`src/rtl/hazard_bubble_stage_pkg.sv`:
```
// Shared definitions for the ID/EX control-path register: control-word layout,
// default NOP encoding and the bubble sequencer state type.
package hazard_bubble_stage_pkg;

    localparam int CTRL_W_DEF = 8;

    // Bit positions inside {RegDst, ALUOp[1:0], ALUSrc, RegWrite, MemToReg, MemRead, MemWrite}
    localparam int CTRL_REGDST   = 7;
    localparam int CTRL_ALUOP_HI = 6;
    localparam int CTRL_ALUOP_LO = 5;
    localparam int CTRL_ALUSRC   = 4;
    localparam int CTRL_REGWRITE = 3;
    localparam int CTRL_MEMTOREG = 2;
    localparam int CTRL_MEMREAD  = 1;
    localparam int CTRL_MEMWRITE = 0;

    localparam logic [CTRL_W_DEF-1:0] NOP_CTRL_DEF = '0;

    typedef enum logic {
        RUN   = 1'b0,
        STALL = 1'b1
    } state_e;

endpackage

```
`src/rtl/hazard_bubble_stage_sat_counter.sv`:
```
// Event counter that sticks at all-ones instead of wrapping.
module sat_counter #(
    parameter int W = 16
) (
    input  logic         clk_i,
    input  logic         rst_i,
    input  logic         inc_i,
    output logic [W-1:0] cnt_o
);

    logic [W-1:0] cnt_q;
    logic [W-1:0] cnt_d;

    always_comb begin
        cnt_d = cnt_q;
        if (inc_i && (cnt_q != {W{1'b1}}))
            cnt_d = cnt_q + W'(1);
    end

    always_ff @(posedge clk_i or posedge rst_i) begin
        if (rst_i) cnt_q <= '0;
        else       cnt_q <= cnt_d;
    end

    assign cnt_o = cnt_q;

endmodule

```
`src/rtl/hazard_bubble_stage.sv`:
```
// ID/EX control register with load-use bubble insertion, branch flush,
// downstream hold and a multi-cycle stall sequencer.
module hazard_bubble_stage
    import hazard_bubble_stage_pkg::*;
#(
    parameter int                CTRL_W       = CTRL_W_DEF,
    parameter logic [CTRL_W-1:0] NOP_CTRL     = {CTRL_W{1'b0}},
    parameter int                STALL_CYCLES = 1,
    parameter int                CNT_W        = 16
) (
    input  logic              clk_i,
    input  logic              rst_i,
    input  logic [CTRL_W-1:0] ctrl_i,
    input  logic              valid_i,
    input  logic              hazard_i,
    input  logic              flush_i,
    input  logic              hold_i,
    output logic [CTRL_W-1:0] ctrl_o,
    output logic              valid_o,
    output logic              stall_o,
    output logic [CNT_W-1:0]  bubble_cnt_o,
    output logic [CNT_W-1:0]  flush_cnt_o
);

    // Remaining bubbles after the one inserted on the hazard edge itself.
    localparam logic [3:0] SC_INIT = 4'(STALL_CYCLES - 1);

    state_e            state_q, state_d;
    logic [3:0]        sc_q, sc_d;
    logic [CTRL_W-1:0] ctrl_q, ctrl_d;
    logic              valid_q, valid_d;
    logic              bubble_inc;
    logic              flush_inc;

    always_comb begin
        state_d    = state_q;
        sc_d       = sc_q;
        ctrl_d     = ctrl_q;
        valid_d    = valid_q;
        bubble_inc = 1'b0;
        flush_inc  = 1'b0;
        if (!hold_i) begin
            if (flush_i) begin
                ctrl_d    = NOP_CTRL;
                valid_d   = 1'b0;
                flush_inc = 1'b1;
                sc_d      = 4'd0;
                state_d   = RUN;
            end else if (state_q == STALL) begin
                ctrl_d     = NOP_CTRL;
                valid_d    = 1'b0;
                bubble_inc = 1'b1;
                sc_d       = sc_q - 4'd1;
                if (sc_q == 4'd1)
                    state_d = RUN;
            end else if (valid_i && hazard_i) begin
                ctrl_d     = NOP_CTRL;
                valid_d    = 1'b0;
                bubble_inc = 1'b1;
                if (STALL_CYCLES > 1) begin
                    sc_d    = SC_INIT;
                    state_d = STALL;
                end
            end else begin
                ctrl_d  = valid_i ? ctrl_i : NOP_CTRL;
                valid_d = valid_i;
            end
        end
    end

    always_ff @(posedge clk_i or posedge rst_i) begin
        if (rst_i) begin
            state_q <= RUN;
            sc_q    <= 4'd0;
            ctrl_q  <= NOP_CTRL;
            valid_q <= 1'b0;
        end else begin
            state_q <= state_d;
            sc_q    <= sc_d;
            ctrl_q  <= ctrl_d;
            valid_q <= valid_d;
        end
    end

    assign stall_o = hold_i | (state_q == STALL) |
                     ((state_q == RUN) & valid_i & hazard_i & ~flush_i);
    assign ctrl_o  = ctrl_q;
    assign valid_o = valid_q;

    sat_counter #(.W(CNT_W)) u_bubble_cnt (
        .clk_i (clk_i),
        .rst_i (rst_i),
        .inc_i (bubble_inc),
        .cnt_o (bubble_cnt_o)
    );

    sat_counter #(.W(CNT_W)) u_flush_cnt (
        .clk_i (clk_i),
        .rst_i (rst_i),
        .inc_i (flush_inc),
        .cnt_o (flush_cnt_o)
    );

endmodule

```
`config.mk`:
```
export PLATFORM = sky130hd
export DESIGN_NAME = hazard_bubble_stage
export DESIGN_NICKNAME = d
export VERILOG_FILES = /design/src/rtl/hazard_bubble_stage_pkg.sv /design/src/rtl/hazard_bubble_stage_sat_counter.sv /design/src/rtl/hazard_bubble_stage.sv
export SDC_FILE = /design/constraint.sdc
export NUM_CORES = 1
export LEC_CHECK = 0
export ABC_CLOCK_PERIOD_IN_PS = 3500
export CELL_PAD_IN_SITES_DETAIL_PLACEMENT = 0
export CELL_PAD_IN_SITES_GLOBAL_PLACEMENT = 1
export CORE_MARGIN = 2
export CORE_UTILIZATION = 41
export CTS_CLUSTER_DIAMETER = 60
export DETAILED_ROUTE_END_ITERATION = 8
export PLACE_DENSITY = 0.94
export SLEW_MARGIN = 5
export SYNTH_ARGS = -nofsm -noshare
export SYNTH_HDL_FRONTEND = slang
export SYNTH_SLANG_ARGS = --single-unit
```
`constraint.sdc`:
```
create_clock -name clk_i -period 3.5 [get_ports clk_i]
set_input_delay 0.7 -clock clk_i [delete_from_list [all_inputs] [get_ports clk_i]]
set_output_delay 0.7 -clock clk_i [all_outputs]
set_load 0.02 [all_outputs]
```
==> summary.md <==
| Metric | Value |
|---|---|
| R2R Path Start | u_flush_cnt.cnt_o[0]$_DFFE_PP0P_ |
| EDFF count, synth | 0 |
| WL/cell | 14.6 um |
| Fin cells | 339 |
| Met3 wire length | 249 um |
| Post-CTS sizing | 0 |
| Vias in the first global route | 1,682 |
| Num rows | 26 |
| Area of the die | 6110 um^2 |
| Largest net degree at the start of global routing | 47 |
| Routed wl met2 | 2.30 mm |
| Drc violations | 0 |
| Mapped Nets | 228 |
| Post-CTS Setup Inserts | 0 |
| Synth top cells by count | dfrtp_1 (46), xor2_1 (22), nand2_1 (13), nand3_1 (13), nor2_1 (10) |
| Clk buf depth | 2 |
| CTS Sinks | 46 |
| Syn-to-layout area delta | 32.7% |
| Post-synthesis cell count | 210 |
| Power Density | 472 nW/um^2 |
| Worst Path Required | 2.80 ns |
| Minimum clock period | 2.73 ns |
| Clock buffer count from CTS | 5 |
| I/O Buffers | 55 |
| Clock skew | 0.00771 ns |
| Vias | 1,806 |
| Layout cells sized above 1 | 4.83% |
| Placement Cell Area | 2880 um^2 |
| Fillers | roughly 460 |
| Async SR Flop Fraction | 100% |
| Core Region | 5200 um^2 |
| Initial antenna violation count | 0 |
| Final period util | 77.9% |
| IO Count | 56 |
| Slew @ Worst Pin | between 0.9 and 1 ns |
| Final Max Slew Viols | 0 |
| Cell taking the most area after synthesis | dfrtp_1 |
| Nets | between 200 and 300 |
| Top delay family on crit path | buffers and inverters |
| Post-Place Cells | 331 |
| Synth Cell Area | ~2300 um^2 |
| Fin area | roughly 3000 um^2 |
| Max IR drop VDD | around 350 uV |
| Initial core utilization | 43.3% |
| Hold EP | sc_q[3]$_DFFE_PP0P_ |
| Final HPWL DP | 3.56 mm |
| Crit-path slowest cell | clkdlybuf4s50_1 |
| Tot Pwr | 1.41 mW |
| Crit-path max FO | 8 |
| P_leak | about 1.3 nW |
| Die X | between 70 and 80 um |
| Syn avg cell area | around 11 um^2 |
| CP arrival | 2.03 ns |
| TritonRoute pass-1 iters | 4 |
| Die Ht | 78.1 um |
| ANT cells | 0 |
| Clock root cell | clkbuf_8 |
| CP Class | input port to output pin |
| RSZ-0062 raised after global routing | no |
| Grt ovf | 0 |
| Main synth FF type | dfrtp_1 |
| First-pass GRT wire length | between 8 and 9 mm |
| Setup tns final | 0 ns |
| DR vias/cell | 5.33 |
| Multi-input gate area | 1050 um^2 |
| Worst R2R Setup Slack | 1.62 ns |
| Post-CTS Hold Fix Bufs | 0 |
| Later-pin clock latency in the skew report | 0.30 ns |
| Synth unique cells | 35 |
| Initial drt markers | 76 |
| Max layer used | met4 |
| Hold Crit Class | flip-flop to flip-flop |
| Synthesized flop and latch total | 46 |
| Top cells by area, synth | dfrtp_1 (51%), xor2_1 (8.6%), a22o_1 (3.5%) |
| Outcome | finished clean |
| Worst path most repeated cell | clkdlybuf4s50_1 |
| Cells on worst reg2reg path | 5 |
| Sequential cell area | 1150 um^2 |
| CTS tree | yes |
| Fin. Hold Viols | 0 |
| CP cell instances | clkdlybuf4s50_1, o21ai_1, clkdlybuf4s50_1 |
| Slew headroom | a little over a third |
| Final WL | 4.95 mm |
| GPL Wtd Cong | 0.858 |
| Final ANT Viol Nets | 0 |
| H-tree depth | 2 |
| Slowest stage delay, CP | 0.61 ns |
| GRT Util Overall | 16.6% |
| HP Start | sc_q[3]$_DFFE_PP0P_ |
| Setup Viol. Count Final | 0 |
| Yosys warns | 0 |
| Synth top area share | around half |
| Seq/Total Area, Yosys | between 50% and 60% |
| Max-cap violation count | 0 |
| Buf+Inv Stages, Crit Path | 2 |
| CP Capture Type | output pin |
| Met1 Routed Length | 2.33 mm |
| WHS Path Cells | 1 |
| Top-count cell post-synth | dfrtp_1 |
| Reg clk slew, reported paths | 0.08 ns |
| End of the worst register-to-register path | u_flush_cnt.cnt_o[1]$_DFFE_PP0P_ |
| Fmax | 367 MHz |
| Type of origin of the critical path | input port |
==> metal layers <==
layer  track usage [%]  vias to the layer above
met5                 0                        -
li1                  -                      886
met4              6.14                        0
met1              23.4                      856
met2              24.8                       56
met3              4.02                        8
==> kinds of logic (layout without fill, tap and decap cells) <==
group / count (synthesis) / count (layout) / synth area share (%)
muxes: 4 / 4 / 2.00
adders and majority gates: 4 / 4 / 2.22
AOI/OAI and AO/OA: 26 / 26 / 8.22
buffers and inverters: 13 / 72 / 2.17
xor gates and xnor gates: 27 / 27 / 10.5
DFF: 46 / 46 / 51.1
and+or+nand+nor: 90 / 90 / 23.8
==> stage by stage <==
stage          utilization (%)  hold slack (ns)  setup WS, ns
2_1_floorplan                -            0.439          1.55
3_3_place_gp              55.3            0.460         0.703
3_5_place_dp              55.3            0.469         0.692
4_1_cts                   57.5            0.482         0.769
5_1_grt                   57.5            0.509         0.698
6_report                  57.5            0.483         0.774
==> cell usage in the layout (no fill, tap or decap), types with 3 or more instances in the layout <==
cell type        count
nand4b_1             3
xnor2_1              5
nor4_1               9
ha_1                 4
nand2_1             13
nor3b_1              3
nor3_1               7
xor2_1              22
dfrtp_1             46
nor4b_1              8
mux2_1               4
nand3_1             13
nand4_1              9
and3_1               5
clkdlybuf4s50_1     55
nor2_1              10
o21ai_1              4
clkbuf_8             5
inv_1                7
a22o_1               9
a21oi_1              4
==> area by class of cell <==
cell class              count  area share (%)
clock inverters             2            1.26
repair buffers             56            18.7
flip-flops and latches     46            38.5
clock buffers               6            2.43
inverters                   8            1.00
multi-input cells         151            35.2
well taps                  70            2.93
==> power breakdown <==
| part | switching, mW | leakage, nW | internal (mW) |
|---|---|---|---|
| Combinational | 0.172 | 0.644 | 0.173 |
| Clock | 0.180 | 0.0514 | 0.213 |
| Sequential | 0.0825 | 0.611 | 0.591 |
==> sequential cells by signal, summed over array words and instances (netlist names) <==
signal,count
valid_o,1
ctrl_o,8
u_bubble_cnt.cnt_o,16
sc_q,4
u_flush_cnt.cnt_o,16
state_q,1
==> how the worst max path moves through the flow <==
| stage | startpoint | end | depth (start not counted) |
|---|---|---|---|
| final | flush_i | stall_o | 3 |
| after global routing | flush_i | stall_o | 3 |
| after CTS | flush_i | stall_o | 3 |
| after detailed placement | hold_i | u_bubble_cnt.cnt_o[14]$_DFFE_PP0P_ | 6 |
| after global placement | hold_i | u_bubble_cnt.cnt_o[14]$_DFFE_PP0P_ | 6 |
| after floorplan | hold_i | stall_o | 3 |
No activity file was read; power rests on OpenSTA's default activity.
